## config.mk

```make
export PLATFORM = sky130hd
export DESIGN_NAME = data_mem_sized
export DESIGN_NICKNAME = d
export VERILOG_FILES = /design/src/rtl/data_mem_pkg.sv /design/src/rtl/data_mem_lane_align.sv /design/src/rtl/data_mem_sized.sv
export SDC_FILE = /design/constraint.sdc
export NUM_CORES = 1
export LEC_CHECK = 0
export BUFFER_PORTS_ARGS = -buffer_cell sky130_fd_sc_hd__buf_2
export CORE_MARGIN = 3
export CORE_UTILIZATION = 55
export DETAILED_ROUTE_END_ITERATION = 7
export PLACE_DENSITY = 0.74
export SETUP_SLACK_MARGIN = 0.02
export SYNTH_ARGS = -nofsm -noshare
export SYNTH_HDL_FRONTEND = slang
export SYNTH_SLANG_ARGS = --single-unit
```

## constraint.sdc

```tcl
create_clock -name clock -period 6.2 [get_ports clock]
set_clock_uncertainty 0.05 [all_clocks]
set_input_delay 0.31 -clock clock [delete_from_list [all_inputs] [get_ports clock]]
set_output_delay 0.31 -clock clock [all_outputs]
set_load 0.05 [all_outputs]
```

## src/rtl/data_mem_pkg.sv

```systemverilog
// rtl/data_mem_pkg.sv - shared funct3 codes, fault causes and FSM state type for data_mem_sized
package data_mem_pkg;

  localparam logic [2:0] F3_B  = 3'b000;
  localparam logic [2:0] F3_H  = 3'b001;
  localparam logic [2:0] F3_W  = 3'b010;
  localparam logic [2:0] F3_BU = 3'b100;
  localparam logic [2:0] F3_HU = 3'b101;

  localparam logic [1:0] CAUSE_NONE     = 2'd0;
  localparam logic [1:0] CAUSE_MISALIGN = 2'd1;
  localparam logic [1:0] CAUSE_RANGE    = 2'd2;
  localparam logic [1:0] CAUSE_FUNCT3   = 2'd3;

  typedef enum logic {ST_CLEAR, ST_IDLE} state_t;

endpackage

```

## src/rtl/data_mem_lane_align.sv

```systemverilog
// rtl/data_mem_lane_align.sv - store lane enables/replication and load lane select/extension
module data_mem_lane_align
  import data_mem_pkg::*;
(
  input  logic [1:0]  st_size,
  input  logic [1:0]  st_offset,
  input  logic [31:0] st_data_in,
  output logic [3:0]  byte_en,
  output logic [31:0] st_data,
  input  logic [2:0]  ld_funct3,
  input  logic [1:0]  ld_offset,
  input  logic [31:0] ld_word,
  output logic [31:0] ld_data
);

  logic [7:0]  ld_byte;
  logic [15:0] ld_half;

  always_comb begin
    byte_en = 4'b0000;
    st_data = st_data_in;
    case (st_size)
      2'b00: begin
        byte_en = 4'b0001 << st_offset;
        st_data = {4{st_data_in[7:0]}};
      end
      2'b01: begin
        byte_en = st_offset[1] ? 4'b1100 : 4'b0011;
        st_data = {2{st_data_in[15:0]}};
      end
      2'b10: byte_en = 4'b1111;
      default: byte_en = 4'b0000;
    endcase
  end

  always_comb begin
    ld_byte = ld_word[8*ld_offset +: 8];
    ld_half = ld_offset[1] ? ld_word[31:16] : ld_word[15:0];
    ld_data = '0;
    case (ld_funct3)
      F3_B:    ld_data = {{24{ld_byte[7]}}, ld_byte};
      F3_H:    ld_data = {{16{ld_half[15]}}, ld_half};
      F3_W:    ld_data = ld_word;
      F3_BU:   ld_data = {24'd0, ld_byte};
      F3_HU:   ld_data = {16'd0, ld_half};
      default: ld_data = '0;
    endcase
  end

endmodule

```

## src/rtl/data_mem_sized.sv

```systemverilog
// rtl/data_mem_sized.sv - sized RV32I data memory with fault checks, registered read and clear sequencer
module data_mem_sized
  import data_mem_pkg::*;
#(
  parameter int DEPTH_WORDS    = 32,
  parameter bit CLEAR_ON_RESET = 1'b1
) (
  input  logic        clock,
  input  logic        reset,
  input  logic        req_valid,
  output logic        req_ready,
  input  logic        req_write,
  input  logic [2:0]  req_funct3,
  input  logic [31:0] address,
  input  logic [31:0] write_data,
  output logic        resp_valid,
  output logic [31:0] read_data,
  output logic        resp_fault,
  output logic [1:0]  resp_cause,
  output logic        busy
);

  localparam int AW = $clog2(DEPTH_WORDS);

  state_t        state, state_next;
  logic [AW-1:0] clr_cnt;
  logic [31:0]   mem [DEPTH_WORDS];

  logic          accept;
  logic          funct3_ok, in_range, misaligned;
  logic [1:0]    cause;
  logic [AW-1:0] idx;
  logic [3:0]    byte_en;
  logic [31:0]   st_data;

  logic [31:0]   raw_q;
  logic [2:0]    ld_funct3_q;
  logic [1:0]    ld_offset_q;
  logic          ld_ok_q;
  logic [31:0]   ld_data;

  assign busy      = (state == ST_CLEAR);
  assign req_ready = !busy;
  assign accept    = req_valid && req_ready;
  assign idx       = address[AW+1:2];

  always_ff @(posedge clock or posedge reset) begin
    if (reset) begin
      state   <= CLEAR_ON_RESET ? ST_CLEAR : ST_IDLE;
      clr_cnt <= '0;
    end else begin
      state <= state_next;
      if (state == ST_CLEAR) clr_cnt <= clr_cnt + AW'(1);
    end
  end

  always_comb begin
    state_next = state;
    if (state == ST_CLEAR && clr_cnt == AW'(DEPTH_WORDS - 1)) state_next = ST_IDLE;
  end

  // Loads accept the unsigned variants; stores only B/H/W.
  always_comb begin
    if (req_write)
      funct3_ok = (req_funct3 == F3_B) || (req_funct3 == F3_H) || (req_funct3 == F3_W);
    else
      funct3_ok = (req_funct3 == F3_B) || (req_funct3 == F3_H) || (req_funct3 == F3_W) ||
                  (req_funct3 == F3_BU) || (req_funct3 == F3_HU);
    in_range   = (address[31:AW+2] == '0);
    misaligned = ((req_funct3[1:0] == 2'b01) && address[0]) ||
                 ((req_funct3[1:0] == 2'b10) && (address[1:0] != 2'b00));
    cause = CAUSE_NONE;
    if (!funct3_ok)     cause = CAUSE_FUNCT3;
    else if (!in_range) cause = CAUSE_RANGE;
    else if (misaligned) cause = CAUSE_MISALIGN;
  end

  data_mem_lane_align u_lane_align (
    .st_size    (req_funct3[1:0]),
    .st_offset  (address[1:0]),
    .st_data_in (write_data),
    .byte_en    (byte_en),
    .st_data    (st_data),
    .ld_funct3  (ld_funct3_q),
    .ld_offset  (ld_offset_q),
    .ld_word    (raw_q),
    .ld_data    (ld_data)
  );

  // Storage carries no reset; the clear sequencer owns its initial contents.
  always_ff @(posedge clock) begin
    if (state == ST_CLEAR) begin
      mem[clr_cnt] <= '0;
    end else if (accept && req_write && cause == CAUSE_NONE) begin
      for (int i = 0; i < 4; i++)
        if (byte_en[i]) mem[idx][8*i +: 8] <= st_data[8*i +: 8];
    end
    if (accept) raw_q <= mem[idx];
  end

  always_ff @(posedge clock or posedge reset) begin
    if (reset) begin
      resp_valid  <= 1'b0;
      resp_fault  <= 1'b0;
      resp_cause  <= CAUSE_NONE;
      ld_ok_q     <= 1'b0;
      ld_funct3_q <= '0;
      ld_offset_q <= '0;
    end else begin
      resp_valid  <= accept;
      resp_fault  <= accept && (cause != CAUSE_NONE);
      resp_cause  <= accept ? cause : CAUSE_NONE;
      ld_ok_q     <= accept && !req_write && (cause == CAUSE_NONE);
      ld_funct3_q <= req_funct3;
      ld_offset_q <= address[1:0];
    end
  end

  assign read_data = ld_ok_q ? ld_data : '0;

endmodule

```

; ---- Word-level counts from Yosys, hierarchy flattened
; Memory sizes are Yosys's and may differ from the RTL's. A register that Yosys moved wholly into a read port is not among the register bits.
; Index checks and enable logic that the tools add are counted.
; Widths: inputs -> output; s select.
[classes]
eq_ne = 11
div_mod_pow = 0
mux = 31
addsub = 1
n_bitwise = 1
multipliers = 0
shifts = 2
reduce_logical = 23
magnitude_cmp = 0
[op_table]
columns = cell, n
row1 = $pmux 32 s5, 1
row2 = $mux 32, 2
row3 = $pmux 32 s2, 1
row4 = $reduce_or 32->1, 1
row5 = $shiftx 32x6->8, 1
row6 = $logic_not 25->1, 1
row7 = $mux 1, 19
row8 = $mux 16, 1
row9 = $eq 3x3->1 const B, 4
row10 = $pmux 4 s3, 1
row11 = $logic_and 1x1->1, 9
row12 = $mux 4, 2
row13 = $eq 3x1->1 const B, 2
row14 = $eq 3x2->1 const B, 2
row15 = $logic_not 3->1, 2
row16 = $mux 2, 3
row17 = $add 5x1->5 const B, 1
row18 = $eq 5x5->1 const B, 1
row19 = $logic_or 1x1->1, 5
row20 = $mux 5, 1
row21 = $logic_not 2->1, 2
row22 = $reduce_bool 2->1, 2
row23 = $shl 1x2->4 const A, 1
row24 = $eq 2x1->1 const B, 1
row25 = other kinds (3), 3
[word_totals]
ramBits = 1024
rom_bits = 0
word_cells = 78
input_bits = 71
memories = 1
latch_bits = 0
regBits = 16
[memory_table]
columns = name, depth, width, rd, rd_clocked_by_memory_dff, write_ports, line
row1 = mem, 32, 32, 1, 1, 1, data_mem_sized.sv:27  ; logic [31:0] mem [DEPTH_WORDS];

; ---- Depth between registers and ports, before layout
; Gate-level depths: netlist of run 1.
[logic_depth]
depth_word = 14
ltp_mapped = 8
mapped_depth_nobuf = 5

; ---- Cells and area by module
; Synthesis of run 1 repeated with hierarchy kept, for this count alone.
[unflattened]
hier_cells = 1989
area_unflattened_um2 = 43092.6
[by_module_without_submodules]
columns = module, area_each_um2, n_inst, cells_each
row1 = data_mem_sized, 41728.8, 1, 1808
row2 = data_mem_lane_align, 1363.8, 1, 181

; ---- Worst setup path before layout of run 1
; OpenSTA, ideal clock, no wires.
[synth_timing]
path_kind = flip-flop to flip-flop
from = register state (netlist: req_ready)
to = memory mem[0][12], data pin
synth_period_minus_slack_ns = 3.702
t_arrival_ns = 3.275
setup_ns = 0.377
n_path_buf = 2
setup_slack_ns = 2.498
stages_incl_launch_ff = 7
path_cell_list = dfrtp_1 -> clkbuf_1 -> nand2_1 -> inv_1 -> nand4_1 -> clkbuf_1 -> a21oi_1
[synth_between]
elab_chain_cells = 8
elab_cells_between_ends = 17
[synth_rtl]
columns = item, line
row1 = start: declaration, data_mem_sized.sv:25  ; state_t state, state_next;
row2 = start signal: assignment, data_mem_sized.sv:49  ; state <= CLEAR_ON_RESET ? ST_CLEAR : ST_IDLE;
row3 = start signal: assignment, data_mem_sized.sv:52  ; state <= state_next;
row4 = $logic_and 1x1->1 (*), data_mem_sized.sv:44  ; assign accept = req_valid && req_ready;
row5 = named net accept, data_mem_sized.sv:29  ; logic accept;
row6 = $logic_and 1x1->1 (*) (2 in a row), data_mem_sized.sv:94  ; end else if (accept && req_write && cause == CAUSE_NONE) begin
row7 = $mux 1, data_mem_sized.sv:94
row8 = $mux 1, data_mem_sized.sv:92  ; if (state == ST_CLEAR) begin
row9 = $mux 1 (not written as such), data_mem_sized.sv:96  ; if (byte_en[i]) mem[idx][8*i +: 8] <= st_data[8*i +: 8];
row10 = $reduce_or 32->1 (no line) (*), --
row11 = $mux 32 (no line) (*), --
row12 = end: declaration, data_mem_sized.sv:27
; The timed path passes the listed nets; every way through them passes the cells marked *.

; ---- Worst setup path in the final report of run 1
[layout_timing]
from = input address[27]
to = memory mem[1][9] (enable)
[layout_between]
elab_chain_cells = 10
elab_cells_between_ends = 20
[layout_rtl]
columns = item, line
row1 = start: declaration, data_mem_sized.sv:14  ; input logic [31:0] address,
row2 = $logic_not 25->1 (*), data_mem_sized.sv:69  ; in_range = (address[31:AW+2] == '0);
row3 = $mux 2 (*), data_mem_sized.sv:74  ; else if (!in_range) cause = CAUSE_RANGE;
row4 = $mux 2 (*), data_mem_sized.sv:73  ; if (!funct3_ok) cause = CAUSE_FUNCT3;
row5 = $logic_not 2->1 (*), data_mem_sized.sv:94
row6 = $logic_and 1x1->1 (*), data_mem_sized.sv:94
row7 = $mux 1, data_mem_sized.sv:94
row8 = $mux 1, data_mem_sized.sv:92
row9 = $mux 1 (not written as such), data_mem_sized.sv:96
row10 = $reduce_or 32->1 (no line), --
row11 = $mux 5 (no line) or $mux 4 (tied branches), --
; Mark *: on every way between the ends. The rest lies on a longest branch, timed or not.

==> results by group, run 1 <==
CTS
  – CTS root buffer: clkbuf_16
  – CTS tree: yes
  – Clk sinks: 1072
  – Worst-skew pair later-pin latency: 0.67 ns
  – Post-CTS sizing: 0
  – TritonCTS Buffers: 104
  – Deepest clock path buffer count: 3
  – Clock transition at path regs: 0.06 ns
  – CTS H-tree lvls: 3

Route
  – Initial DRC Count: 2759
  – Post-route DRC violation count: 0
  – DR vias: 21204
  – Vias per cell: 6.56
  – First-pass DRT Iterations: 8
  – Final wirelength: 100 mm
  – Average wire per standard cell: 31.0 um
  – Post-DRT Antenna Nets: 0

Setup path
  – Slowest-stage cell, CP: nor3_1
  – Crit-path cells: dlygate4sd3_1 -> buf_2 -> nor4_1 -> dlygate4sd3_1 -> nand3_1 -> nor4_2 -> buf_4 -> mux2i_4 -> buf_4 -> nor3_1
  – Crit-path leading delay family: buffers and inverters
  – Slowest stage delay, CP: 1.11 ns
  – Critical path buffers and inverters: 5
  – Critical path data required time: 6.42 ns
  – Startpoint types: primary input
  – Worst Setup End Kind: flop
  – Crit Path Class: in2reg
  – Crit path DAT: 4.80 ns
  – Crit path max fanout: 26

Worst hold path
  – Hold Path Class: in2reg

STA
  – Worst slew margin: 9.91%
  – Final hold slack: 0.0328 ns
  – Minimum clock period: 4.58 ns
  – Final setup fails: 0
  – Max-slew violations: 0
  – Least-Margin Pin Slew: 1.34 ns
  – Final period utilization: 73.9%
  – Fmax: 218 MHz
  – Sum Neg Setup Slack: 0 ns
  – RSZ-0062 raised after global routing: no
  – Final hold vios: 0

Place
  – Dpl hpwl: 61.2 mm
  – Port Buffers: 108
  – RePlAce Congestion: 0.862

Synth
  – Seq/Total Area, Yosys: 75.2%
  – Compound-Gate Fraction of Synth Area: 1.13%
  – Post-synthesis simple-gate area fraction: 3.21%
  – Mapped cell area: 42700 um2
  – Main combinational cell family by area after synthesis: multiplexers
  – Post-synthesis adder-cell area fraction: 0.0586%
  – XOR/XNOR Fraction of Synth Area: 0.0615%
  – YS warnings: 0
  – Yosys reg bits: 1072
  – Netlist cell types: 40
  – Post-synth top area share: 74.3%
  – EDFF count, synth: 1056
  – Post-Syn Nets: 2029
  – Syn Inst Count: 1956
  – Syn_area_per_cell: 21.8 um2
  – Mux cell area share after synthesis: 18.8%
  – Top post-synthesis cells by count: 1056 x edfxtp_1, 321 x mux4_2, 117 x nor3_1
  – Top-count cell post-synth: edfxtp_1
  – Largest area contributor in the netlist: edfxtp_1
  – Post-synth ARST share: 1.49%
  – Synth top area cells: edfxtp_1 74%, mux4_2 17%, nor3_1 1.4%
  – Top_reg_cell synth: edfxtp_1

Pwr
  – Pwr per Cell Area: 304 nW/um2
  – Final Total Pwr: 14700 uW
  – Leak: 0.0178 uW
  – Peak supply drop: 0.000208 V

Die
  – Initial Utilization: 55.9%
  – DIE WIDTH: 285 um
  – Row count: 101
  – Core ar.: 76500 um2
  – Io pins: 109
  – Die area: 81000 um2
  – Die Ht: 285 um

GRT
  – Initial antenna violation count: 2
  – Number of global-route vias before repair: 21308
  – First-pass GRT wire length: 148 mm
  – Grt ovf: 0
  – Largest net degree at the start of global routing: 138
  – GRT Util Overall: 25.1%

Outcome
  – Status: finished clean

Final layout
  – Filler Cell Count: 4936
  – Synth-to-Final Area Change: 13.2%
  – Fin util: 63.3%
  – Ant diodes: 0
  – Layout cell share with drive strength beyond 1: 34.7%
  – Layout Nets: 2190

Run
  – Max-cap viol count: 0
## final cells by class
cell class	instances	area, um2	share of cell area (%)
tap	1030	1290	2.67
inverter	5	18.8	0.0388
clock buffer	126	2790	5.77
multi-input combinational	745	10200	21.0
timing repair buffer	189	1240	2.56
clock inverter	65	749	1.55
sequential	1072	32100	66.4
## cells in the final DEF, fill, tap and decap left out, types with 4 or more instances in the layout
cell and n:
buf_4 69, nor2_1 32, edfxtp_1 1056, a22oi_1 8, o21ai_0 9, clkinv_1 18
nor3_1 112, and2_1 9, inv_6 4, mux2_2 46, mux2i_1 19, nand4_1 5
clkinvlp_4 5, buf_2 104, a222oi_1 7, nand2_1 35, nor2b_1 7, dfrtp_1 16
clkinv_2 19, a21oi_2 11, nor4_1 5, nor2_4 6, bufinv_16 16, o31ai_1 4
nor3b_1 6, dlygate4sd3_1 9, inv_1 5, mux4_2 321, nor3_2 22, a21oi_1 36
clkbuf_1 16, clkbuf_16 108, nor2_2 10, mux2i_4 5
## cells by family (layout without fill, tap and decap cells)
| group | count (synthesis) | count (layout) |
|---|---|---|
| flops | 1072 | 1072 |
| mux | 395 | 395 |
| simple gates | 264 | 264 |
| buf+inv | 139 | 385 |
| compound gates | 81 | 81 |
| xor+xnor | 3 | 3 |
| fa+ha+maj | 2 | 2 |
## report_power, final
group | leakage (uW) | total [uW] | internal [uW] | switching [uW]
registers | 0.0123 | 7850 | 7840 | 7.14
logic | 0.00372 | 345 | 144 | 200
clock network | 0.00173 | 6520 | 3870 | 2650
total | 0.0178 | 14700 | 11900 | 2860
## stage by stage
step | instance area [um2] | setup WS (ns) | std cells
after floorplan | 42700 | 2.50 | 1956
after detailed placement | 44700 | 1.75 | 3031
after global placement | 44700 | 1.79 | 3030
after CTS | 48300 | 1.76 | 3231
after global routing | 48400 | 1.37 | 3232
final | 48400 | 1.62 | 3232
## worst paths after layout
check / startpoint / to / slack (ns) / depth (start not counted)
worst min register to register: clr_cnt[0] / clr_cnt[0] / 0.58 / 1
min in group asynchronous: reset / ld_funct3_q[1] / 0.26 / 3
worst min-delay path: address[22] / resp_cause[1] / 0.03 / 5
max in group asynchronous: reset / clr_cnt[1] / 5.37 / 3
worst max-delay path: address[27] / mem[1][9] / 1.62 / 10
worst max register to register: req_ready / mem[1][9] / 2.22 / 6
## worst register-to-register path, delay by kind of cell (launching register included)
| family | cells | cell delay [ns] |
|---|---|---|
| flip-flops | 1 | 0.61 |
| multiplexers | 1 | 0.28 |
| buffers and inverters | 2 | 0.89 |
| AO/OA/AOI/OAI | 1 | 0.21 |
| AND/OR/NAND/NOR | 2 | 1.55 |
## flip-flops by register name, indices dropped and copies added (netlist names)
name,flops
clr_cnt,5
ld_funct3_q,3
ld_offset_q,2
ld_ok_q,1
mem,1024
raw_q,32
req_ready,1
resp_cause,2
resp_fault,1
resp_valid,1
## per-layer routing
metal / GRT usage [%] / vias to the layer above / wire, um
met5: 0 / - / 0
met4: 6.96 / 0 / 2270
met3: 6.33 / 140 / 12000
met2: 38.3 / 1336 / 47400
met1: 36.8 / 11134 / 38500
li1: - / 8594 / -
## repair_timing
item,in CTS,in global routing
hold buffers,9,0
hold endpoints to repair,23,0
buffers inserted,0,0
(Power assumes the default switching activity.)
==> inputs of run 2 (changes only) <==
==> constraint.sdc (replaced) <==
create_clock -name clock -period 4.5 [get_ports clock]
set_clock_uncertainty 0.05 [all_clocks]
set_input_delay 0.225 -clock clock [delete_from_list [all_inputs] [get_ports clock]]
set_output_delay 0.225 -clock clock [all_outputs]
set_load 0.05 [all_outputs]
==> run 2 against run 1 <==
Wire length rose by 0.49%. Clock-buffer cell count decreased by 7. Critical path type unchanged. Highest routed layer unchanged. Global-route usage increased by 0.12 points. Largest power group unchanged.
==> results by group, run 2 (same netlist as run 1, synthesis figures left out) <==
Outcome
  – Status: finished clean

STA
  – Final period utilization: 87.4%
  – Minimum clock period: 3.93 ns
  – RSZ-0062 raised after global routing: no
  – Final setup fails: 0 (unchanged)
  – Worst slew margin: 12.1% (+2.2 points)
  – Max-slew violations: 0 (unchanged)
  – Final hold vios: 0 (unchanged)
  – Sum Neg Setup Slack: 0 ns (unchanged)
  – Least-Margin Pin Slew: 1.31 ns (-0.0324 ns)
  – Fmax: 254 MHz

GRT
  – Initial antenna violation count: 1 (-1)
  – Grt ovf: 0 (unchanged)
  – GRT Util Overall: 25.2% (+0.12 points)
  – Number of global-route vias before repair: 21709 (+1.9%)
  – First-pass GRT wire length: 149 mm (+0.49%)
  – Largest net degree at the start of global routing: 94 (-32%)

CTS
  – Worst-skew pair later-pin latency: 0.66 ns (about the same)
  – Setup Fix Bufs, Post-CTS: 0 (unchanged)
  – Clock transition at path regs: 0.07 ns (about the same)
  – CTS H-tree lvls: 3 (unchanged)
  – TritonCTS Buffers: 101 (-2.9%)
  – CTS tree: yes
  – CTS root buffer: clkbuf_16
  – Deepest clock path buffer count: 3 (unchanged)
  – Clk sinks: 1072 (unchanged)
  – Hold buffers post-CTS: 14 (+5)
  – Post-CTS sizing: 0 (unchanged)

Die
  – Core ar.: 76500 um2 (unchanged)
  – DIE WIDTH: 285 um (unchanged)
  – Die Ht: 285 um (unchanged)
  – Initial Utilization: 55.9% (unchanged)
  – Io pins: 109 (unchanged)
  – Row count: 101 (unchanged)
  – Die area: 81000 um2 (unchanged)

Setup path
  – Crit path DAT: 4.14 ns (-0.66 ns)
  – Crit path max fanout: 27 (+3.8%)
  – Critical path data required time: 4.71 ns (-1.71 ns)
  – FF-to-FF setup slack: 1.05 ns (-1.17 ns)
  – Crit Path Class: in2reg
  – Worst Setup End Kind: flop
  – Startpoint types: primary input

Final layout
  – Layout Nets: 2249 (+2.7%)
  – Biggest register: mem
  – Fin util: 63.6% (+0.36 points)
  – Commonest non-fill, non-tap cells in the layout: 1056 x edfxtp_1, 321 x mux4_2, 123 x buf_4, 114 x nor3_1, 104 x buf_2
  – Commonest non-fill, non-tap cell in the layout: edfxtp_1
  – Max FFs per register: 1024 (unchanged)
  – Synth-to-Final Area Change: 13.9%
  – Top flop regs: mem: 1024 flops, raw_q: 32 flops, clr_cnt: 5 flops
  – Layout cell share with drive strength beyond 1: 36.0% (+1.3 points)

Route
  – Vias per cell: 6.47 (-1.4%)
  – Initial DRC Count: 2806 (+1.7%)
  – Final wirelength: 101 mm (+0.49%)
  – First-pass DRT Iterations: 8 (unchanged)
  – Post-DRT Antenna Nets: 0 (unchanged)
  – Average wire per standard cell: 30.6 um (-1.4%)
  – Post-route DRC violation count: 0 (unchanged)
  – DR vias: 21309 (+0.50%)

Run
  – Max-cap viol count: 0 (unchanged)

Worst hold path
  – Hold Path Class: in2reg

Place
  – Port Buffers: 108 (unchanged)
  – Dpl hpwl: 62.6 mm (+2.3%)
  – RePlAce Congestion: 0.891 (+3.4%)

Pwr
  – Pwr per Cell Area: 407 nW/um2 (+34%)
  – Leak: 0.0180 uW (+1.2%)
  – Peak supply drop: 0.000288 V (+39%)
run 2: cell count changes in the layout (fill, tap and decap cells not counted), sizes merged:
cell and change:
clkinv -1, buf +58, inv +1, dlygate4sd3 +5, diode +1, bufinv -3, clkbuf -8, clkinvlp +8
run 2: worst max-delay path, cell delays in order:
cell	delay, ns
dlygate4sd3_1	0.54
buf_2	0.55
nand2b_1	0.35
o22ai_1	0.17
nor4_2	0.36
buf_12	0.26
mux2_2	0.59
nor3_1	1.06
run 2: layout make-up:
cell class              count  area [um2]
fillers                  4899       27800
repair buffers            251        1770
flip-flops and latches   1072       32100
well taps                1030        1290
inverters                   5        18.8
clock buffers             119        2620
clock inverters            70         713
diodes                      1        2.50
multi-input cells         745       10100
run 2: per-stage QoR:
step | area (um2) | instances | hold WS [ns] | power [uW] | worst slack (ns)
finish | 48600 | 3293 | 0.0865 | 19800 | 0.565
floorplan | 42700 | 1956 | 0.0887 | 11400 | 0.798
CTS | 48600 | 3292 | 0.0553 | 19900 | 0.670
global placement | 45100 | 3089 | 0.287 | 11500 | 0.755
global route | 48600 | 3292 | 0.167 | 20400 | 0.419
detailed placement | 45100 | 3089 | 0.319 | 11500 | 0.617
run 2: path summary, 6_finish.rpt:
path,depth (start not counted),to,start
hold reg to reg,1,clr_cnt[0],clr_cnt[0]
hold / removal,6,resp_cause[0],address[22]
max in group asynchronous,3,clr_cnt[2],reset
setup / recovery,8,mem[28][13],req_funct3[0]
setup reg to reg,5,mem[28][13],req_ready
min in group asynchronous,3,resp_cause[0],reset
run 2: metal layers:
metal / share of wire [%] / GRT usage [%]
met1: 38 / 36.6
met4: 3.0 / 7.70
met5: 0 / 0
met3: 11 / 5.39
met2: 48 / 39.3
run 2: power by group:
group / leakage, uW / internal (uW) / total (uW) / switching (uW)
registers: 0.0123 / 10800 / 10800 / 9.54
clock network: 0.00159 / 4910 / 8510 / 3590
logic: 0.00406 / 204 / 487 / 283
total: 0.0180 / 15900 / 19800 / 3880
